[config.mk]
export PLATFORM = sky130hd
export DESIGN_NAME = load_store_unit
export DESIGN_NICKNAME = d
export VERILOG_FILES = /design/src/rtl/load_store_unit.sv
export SDC_FILE = /design/constraint.sdc
export NUM_CORES = 1
export LEC_CHECK = 0
export CELL_PAD_IN_SITES_DETAIL_PLACEMENT = 0
export CELL_PAD_IN_SITES_GLOBAL_PLACEMENT = 1
export CORE_MARGIN = 2
export CORE_UTILIZATION = 33
export DETAILED_ROUTE_END_ITERATION = 6
export HOLD_SLACK_MARGIN = 0.05
export PLACE_DENSITY_LB_ADDON = 0.05
export SLEW_MARGIN = 30
export SYNTH_ARGS = -nofsm -noshare
export SYNTH_HDL_FRONTEND = slang
export SYNTH_SLANG_ARGS = --single-unit
export TNS_END_PERCENT = 20
[constraint.sdc]
create_clock -name clk -period 2.7 [get_ports clk]
set_input_delay 0.54 -clock clk [delete_from_list [all_inputs] [get_ports clk]]
set_output_delay 0.54 -clock clk [all_outputs]
set_load 0.05 [all_outputs]
[src/rtl/load_store_unit.sv]
// Memory-access stage: sizes loads/stores onto a word-wide handshaked port,
// extends load data and stalls the datapath while an access is in flight.
module load_store_unit #(
   parameter int TIMEOUT = 16,
   parameter int XLEN    = 32
) (
   input  logic            clk,
   input  logic            reset,
   input  logic            req_valid,
   input  logic            req_we,
   input  logic [2:0]      funct3,
   input  logic [XLEN-1:0] addr,
   input  logic [XLEN-1:0] wdata,
   output logic [XLEN-1:0] rdata,
   output logic            stall,
   output logic            misaligned,
   output logic            illegal,
   output logic            bus_err,
   output logic            mem_req,
   output logic            mem_we,
   output logic [XLEN-1:0] mem_addr,
   output logic [3:0]      mem_wstrb,
   output logic [XLEN-1:0] mem_wdata,
   input  logic            mem_ready,
   input  logic [XLEN-1:0] mem_rdata
);

   // state | meaning
   // IDLE  | waiting for a legal, aligned request
   // BUSY  | mem_req held; waiting for mem_ready or timeout
   // DONE  | rdata / bus_err valid for this single cycle
   localparam logic [1:0] ST_IDLE = 2'd0;
   localparam logic [1:0] ST_BUSY = 2'd1;
   localparam logic [1:0] ST_DONE = 2'd2;

   logic [1:0]      state;
   logic [7:0]      wait_cnt;
   logic [2:0]      f3_q;
   logic [1:0]      off_q;

   logic            f3_legal;
   logic            aligned;
   logic            in_idle;
   logic            accept;
   logic [3:0]      wstrb_nxt;
   logic [XLEN-1:0] wdata_nxt;
   logic [7:0]      byte_lane;
   logic [15:0]     half_lane;
   logic [XLEN-1:0] load_ext;

   always_comb begin
      f3_legal = 1'b0;
      case (funct3)
         3'b000, 3'b001, 3'b010: f3_legal = 1'b1;
         3'b100, 3'b101:         f3_legal = ~req_we;
         default:                f3_legal = 1'b0;
      endcase
   end

   always_comb begin
      aligned = 1'b0;
      case (funct3[1:0])
         2'b00:   aligned = 1'b1;
         2'b01:   aligned = ~addr[0];
         2'b10:   aligned = (addr[1:0] == 2'b00);
         default: aligned = 1'b0;
      endcase
   end

   assign in_idle    = (state == ST_IDLE);
   assign illegal    = in_idle & req_valid & ~f3_legal;
   assign misaligned = in_idle & req_valid & f3_legal & ~aligned;
   assign accept     = in_idle & req_valid & f3_legal & aligned;
   assign stall      = accept | (state == ST_BUSY);

   // Store lanes are replicated so the memory only has to honour the strobes.
   always_comb begin
      wstrb_nxt = 4'b0000;
      wdata_nxt = '0;
      if (req_we) begin
         case (funct3[1:0])
            2'b00: begin
               wstrb_nxt = 4'b0001 << addr[1:0];
               wdata_nxt = {4{wdata[7:0]}};
            end
            2'b01: begin
               wstrb_nxt = addr[1] ? 4'b1100 : 4'b0011;
               wdata_nxt = {2{wdata[15:0]}};
            end
            default: begin
               wstrb_nxt = 4'b1111;
               wdata_nxt = wdata;
            end
         endcase
      end
   end

   always_comb begin
      byte_lane = mem_rdata[7:0];
      case (off_q)
         2'b00:   byte_lane = mem_rdata[7:0];
         2'b01:   byte_lane = mem_rdata[15:8];
         2'b10:   byte_lane = mem_rdata[23:16];
         default: byte_lane = mem_rdata[31:24];
      endcase
      half_lane = off_q[1] ? mem_rdata[31:16] : mem_rdata[15:0];
      load_ext  = mem_rdata;
      case (f3_q)
         3'b000:  load_ext = {{24{byte_lane[7]}}, byte_lane};
         3'b100:  load_ext = {24'd0, byte_lane};
         3'b001:  load_ext = {{16{half_lane[15]}}, half_lane};
         3'b101:  load_ext = {16'd0, half_lane};
         default: load_ext = mem_rdata;
      endcase
   end

   always_ff @(posedge clk or negedge reset) begin
      if (!reset) begin
         state     <= ST_IDLE;
         wait_cnt  <= '0;
         f3_q      <= '0;
         off_q     <= '0;
         rdata     <= '0;
         bus_err   <= 1'b0;
         mem_req   <= 1'b0;
         mem_we    <= 1'b0;
         mem_addr  <= '0;
         mem_wstrb <= '0;
         mem_wdata <= '0;
      end else begin
         case (state)
            ST_IDLE: begin
               rdata   <= '0;
               bus_err <= 1'b0;
               if (accept) begin
                  state     <= ST_BUSY;
                  mem_req   <= 1'b1;
                  mem_we    <= req_we;
                  mem_addr  <= {addr[XLEN-1:2], 2'b00};
                  mem_wstrb <= wstrb_nxt;
                  mem_wdata <= wdata_nxt;
                  f3_q      <= funct3;
                  off_q     <= addr[1:0];
                  wait_cnt  <= 8'(TIMEOUT - 1);
               end
            end
            ST_BUSY: begin
               // A ready arriving on the timeout cycle still counts as completion.
               if (mem_ready) begin
                  state     <= ST_DONE;
                  mem_req   <= 1'b0;
                  mem_we    <= 1'b0;
                  mem_wstrb <= '0;
                  rdata     <= mem_we ? '0 : load_ext;
                  bus_err   <= 1'b0;
               end else if (wait_cnt == 8'd0) begin
                  state     <= ST_DONE;
                  mem_req   <= 1'b0;
                  mem_we    <= 1'b0;
                  mem_wstrb <= '0;
                  rdata     <= '0;
                  bus_err   <= 1'b1;
               end else begin
                  wait_cnt <= wait_cnt - 8'd1;
               end
            end
            ST_DONE: begin
               state   <= ST_IDLE;
               rdata   <= '0;
               bus_err <= 1'b0;
            end
            default: state <= ST_IDLE;
         endcase
      end
   end

endmodule

=== Word-level counts from Yosys, hierarchy flattened ===
Cells that the tools add are included.

* Add/sub/neg operators: 1
* Reduce and logical (&&, ||, !) cells: 17
* Mux-type cells: 35
* Shifts and indexed selects: 1
* Bitwise gates (word level): 10
* Equality and inequality tests: 17

{| class="wikitable"
|+ Operators with widths
! kind !! number
|-
| two-way mux 32 bit || 4
|-
| case mux 32 bit (2 select lines) || 2
|-
| case mux 32 bit (4 select lines) || 1
|-
| two-way mux 8 bit || 3
|-
| case mux 8 bit (3 select lines) || 1
|-
| two-way mux 4 bit || 5
|-
| two-way mux 16 bit || 1
|-
| case mux 4 bit (2 select lines) || 2
|-
| case mux 8 bit (2 select lines) || 1
|-
| == test 3 bit, second input constant || 4
|-
| zero test 2 bit || 4
|-
| zero test 8 bit || 1
|-
| case mux 1 bit (2 select lines) || 4
|-
| subtractor 8 x 1 -> 8 bit, second input constant || 1
|-
| == test 2 x 1 -> 1 bit, second input constant || 3
|-
| == test 2 bit, second input constant || 3
|-
| == test 3 x 1 -> 1 bit, second input constant || 2
|-
| zero test 3 bit || 2
|-
| two-way mux 1 bit || 6
|-
| two-way mux 2 bit || 3
|-
| AND reduction 2 bit || 3
|-
| bitwise AND 1 bit || 5
|-
| inequality test 2 bit, second input constant || 2
|-
| inverter 1 bit || 4
|-
| 12 further kinds || 14
|}

* Bits of input ports: 104
* Logic and storage cells: 92
* Bits in registers: 116

=== Longest topological paths before layout ===
* Depth in word-level cells: 7
* Mapped depth: 7

=== Least setup slack after synthesis ===
OpenSTA, ideal clock, no wires.

* Path type: in2out
* Start point: input req_we
* End point: output misaligned
* Data arrival time: 2,102 ps
* Path buffers: 1
* Cell stages on the path: 5
* Required time: 2,160 ps
* Path slack: 58 ps
* Path through: clkbuf_1 -> a21oi_1 -> or2_2 -> nand2_1 -> nor3_1

* Longest elaborated chain between the ends: 4

{| class="wikitable"
|+ RTL lines
! item !! line !! text
|-
| from (decl) || 10 || <nowiki>input logic req_we,</nowiki>
|-
| inverter 1 bit || 55 || <nowiki>3'b100, 3'b101: f3_legal = ~req_we;</nowiki>
|-
| case mux 1 bit (2 select lines) || 53 || <nowiki>case (funct3)</nowiki>
|-
| bitwise AND 1 bit (2 in series) || 72 || <nowiki>assign misaligned = in_idle & req_valid & f3_legal & ~aligned;</nowiki>
|-
| to (decl) || 16 || <nowiki>output logic misaligned,</nowiki>
|}

No other way between the ends.

=== Worst setup path in the final report ===
* Start point: input addr[1]
* End point: output stall

* Longest elaborated chain between the ends: 4

{| class="wikitable"
|+ RTL lines
! item !! line !! text
|-
| from (decl) || 12 || <nowiki>input logic [XLEN-1:0] addr,</nowiki>
|-
| zero test 2 bit || 65 || <nowiki>2'b10: aligned = (addr[1:0] == 2'b00);</nowiki>
|-
| case mux 1 bit (3 select lines) || 62 || <nowiki>case (funct3[1:0])</nowiki>
|-
| bitwise AND 1 bit || 73 || <nowiki>assign accept = in_idle & req_valid & f3_legal & aligned;</nowiki>
|-
| bitwise OR 1 bit || 74 || <nowiki>assign stall = accept | (state == ST_BUSY);</nowiki>
|-
| to (decl) || 15 || <nowiki>output logic stall,</nowiki>
|}

No other way between the ends.

==> flow_summary_export.csv <==
group,metric,value,unit
setup_path,crit_fanout,5,
die,io_pins,210,
cts,htree_levels,4,
detailed_routing,top_layer,"met4",
placed_design,place_congestion,0.867,
power_and_ir_drop,p_int,4700,uW
setup_path,rr_worst_depth,7,
sta,tns,0,ns
detailed_routing,wl,16700,um
setup_path,cp.required,2.16,ns
final_layout,finish.instance_area,0.00853,sq mm
setup_path,critPathCaptureType,"output pin",
synthesis,ys_ff_latch,116,
final_layout,area_delta_synth_final,53.2,%
setup_path,crit_start,"addr[1]",
placed_design,dpl.cell_count,990,
power_and_ir_drop,worst_ir_drop_vdd,0.482,mV
placed_design,io_buffer_count,207,
power_and_ir_drop,fin_total_pwr,7810,uW
detailed_routing,vias,4935,
sta,worstMarginPinSlew,0.731,ns
die,num_rows,47,
synthesis,synth-xor-area-share,0.315,%
flow_run,cap_violations,0,
detailed_routing,vias_per_cell,4.83,
cts,tritoncts,"done",
die,die_h,134,um
sta,fmax,390,MHz
cts,hold_buffers,0,
sta,finalCriticalPeriod,2.57,ns
setup_path,cp_slowest_cell,"nor3_1",
setup_path,worstSetupPathDepth,5,
cts,cts.sinks,116,
synthesis,synthAdderAreaFrac,0.450,%
power_and_ir_drop,seqPwrFrac,30.5,%
sta,rsz0062_at_grt,"false",
setup_path,cp_slowest_stage_delay,0.50,ns
detailed_routing,wl_met1,7010,um
die,start_util,33.7,%
final_layout,num_antenna_cells,0,
setup_path,path_cells,"clkdlybuf4s50_1, nor3_1, o221ai_4, nand2_1, buf_4",
cts,cts_made_buffers,17,
detailed_routing,routedWlPerCell,16.4,um
synthesis,async_flop_share,100,%
final_layout,drive_above_1_share,10.7,%
synthesis,synth_top_family_by_area,"simple AND/OR/NAND/NOR gates",
synthesis,synth_edf_count,0,
final_layout,final-seq-area,0.00290,sq mm
sta,maxSlewViolCount,0,
global_routing,antenna_found_initial,0,
detailed_routing,postRouteAntennaNets,0,
final_layout,nNetsFinal,895,
detailed_routing,drtIter0Drc,229,
synthesis,synthDistinctLibCells,49,
synthesis,synth_top_flop_cell,"dfrtp_1",
global_routing,grt_pass1_wl,27300,um
power_and_ir_drop,power.density,916,mW/mm^2
synthesis,muxShareOfSynthArea,8.29,%
synthesis,synth_compound_area_share,12.6,%
die,coreArea,0.0165,sq mm
synthesis,syn_inst,589,
sta,setup_viol,0,
placed_design,placed_cell_area,0.00793,sq mm
setup_path,crit_arrival,2.03,ns
global_routing,gr-total-overflow,0,
setup_path,r2r_slack,0.56,ns
power_and_ir_drop,p_leak,0.00385,uW
placed_design,hpwl,12200,um
cts,cts_root_buf,"clkbuf_16",
power_and_ir_drop,power_frac_clock,29.2,%
final_layout,fin_cells,1022,
cts,path_clk_slew,0.05,ns
detailed_routing,routed-wl-met2,7960,um
cts,post_cts_buffers,0,
global_routing,grt_max_degree,83,
global_routing,grt_util_all_layers,19.4,%
detailed_routing,first_pass_iters,4,
setup_path,reg2reg_from,"wait_cnt[0]",
cts,cts_buffer_depth,2,
sta,relSlewSlack,51.1,%
synthesis,mappedNetlistArea,0.00557,sq mm
setup_path,worst-path-buf-inv,2,
power_and_ir_drop,power_frac_comb,40.3,%
cts,cts_resized,0,
final_layout,multi_input_area,0.00244,sq mm
synthesis,avgSynthCellArea,9.45,sq um
sta,finalHoldViolations,0,
power_and_ir_drop,p_sw_share,39.8,%
detailed_routing,drc,0,
detailed_routing,routed-wl-met3,1310,um
power_and_ir_drop,switchingPower,3110,uW
synthesis,yosysWarnings,0,
die,die_area,0.0179,sq mm
hold_path,hold_path.class,"in2async",
synthesis,synthSimpleGateAreaFrac,21.4,%
run_status,status,"completed",
setup_path,cpLargestDelayFamily,"buffers and inverters",
sta,clock_skew,0.00722,ns
global_routing,grt_pass1_vias,5134,
cts,clock_latency,0.41,ns
setup_path,start_kind,"primary input",
final_layout,fillers,1530,
setup_path,crit_type,"in2out",
die,die_x,134,um
synthesis,ys_seq_area_share,52.1,%
sta,period_share,95.0,%
[synth_stat cells (2+ instances only)]
master	count	area [sq um]
a211o_1	2	17.5
a21oi_1	11	55.1
a221o_1	16	160
a32o_1	8	80.1
buf_1	2	7.51
buf_2	20	100
buf_4	2	15.0
buf_6	3	33.8
clkbuf_1	15	56.3
dfrtp_1	116	2900
ha_1	2	25.0
inv_1	12	45.0
mux2_2	23	259
mux2i_1	18	180
nand2_1	193	724
nand2_2	2	12.5
nand2b_1	18	113
nand3_1	17	85.1
nor2_1	16	60.1
nor2b_1	8	50.1
nor3_1	8	40.0
nor3b_1	2	15.0
o21ai_0	21	105
o21ai_1	17	85.1
o22ai_1	4	25.0
o2bb2ai_1	7	61.3
or2_2	2	12.5
or3_1	2	12.5
xnor2_1	2	17.5
[kinds of logic after synthesis]
logic type | after synthesis
xor gates and xnor gates | 2
adders and majority gates | 2
other | 1
AOI/OAI and AO/OA | 96
DFF | 116
muxes | 42
buffers and inverters | 55
and+or+nand+nor | 275
[cell usage in the layout (no fill, tap or decap), types with 7 or more instances in the layout]
master           netlist  final
clkdlybuf4s50_1        0    203
nand2_1              193    193
dfrtp_1              116    116
mux2_2                23     23
o21ai_0               21     21
nand2b_1              18     18
mux2i_1               18     18
o21ai_1               17     17
nand3_1               17     17
clkbuf_16              0     17
nor2_1                16     16
a221o_1               16     16
inv_1                 12     12
buf_4                  2     12
a21oi_1               11     11
nor2b_1                8      8
nor3_1                 8      8
a32o_1                 8      8
o2bb2ai_1              7      7
buf_12                 0      7
[area by class of cell]
type                    count  share of cell area [%]
well taps                 220                    3.23
clock buffers              19                    5.19
clock inverters            13                    1.86
multi-input cells         419                    28.6
flip-flops and latches    116                    34.0
repair buffers            222                    26.5
inverters                  13                   0.572
[power by group through the flow]
stage	sequential (uW)	combinational [uW]	clock [uW]
4_1_cts	2390	3180	2330
5_1_grt	2440	3350	2430
3_5_place_dp	2410	3170	0
6_report	2380	3150	2280
2_1_floorplan	3510	872	0
3_3_place_gp	2400	3140	0
[per-layer routing]
layer	GRT usage (%)	vias to the layer above
li1	-	2399
met1	24.2	2340
met2	30.6	166
met3	7.03	30
met4	7.86	0
met5	0	-
[flip-flops by register name (all words and copies together), names as in the netlist, 2 cells and up]
| signal | flops |
|---|---|
| wait_cnt | 8 |
| mem_wdata | 32 |
| mem_addr | 30 |
| mem_wstrb | 4 |
| f3_q | 3 |
| off_q | 2 |
| state | 2 |
| rdata | 32 |
[path summary, 6_finish.rpt]
| kind | to |
|---|---|
| hold / removal | wait_cnt[5] |
| min in group clk | mem_wdata[4] |
| setup reg to reg | rdata[30] |
| max in group asynchronous | mem_addr[21] |
| hold reg to reg | mem_wdata[4] |
| setup / recovery | stall |
[metrics by stage]
stage / utilization [%] / hold WS (ns) / setup WS (ns)
after floorplan: - / 0.244 / 0.0578
after global placement: 48.0 / 0.454 / 0.164
after detailed placement: 48.0 / 0.461 / 0.0901
after CTS: 51.6 / 0.107 / 0.136
after global routing: 51.6 / 0.118 / 0.0534
final: 51.6 / 0.0937 / 0.135
Note: power is estimated with default switching activity, not from simulation.
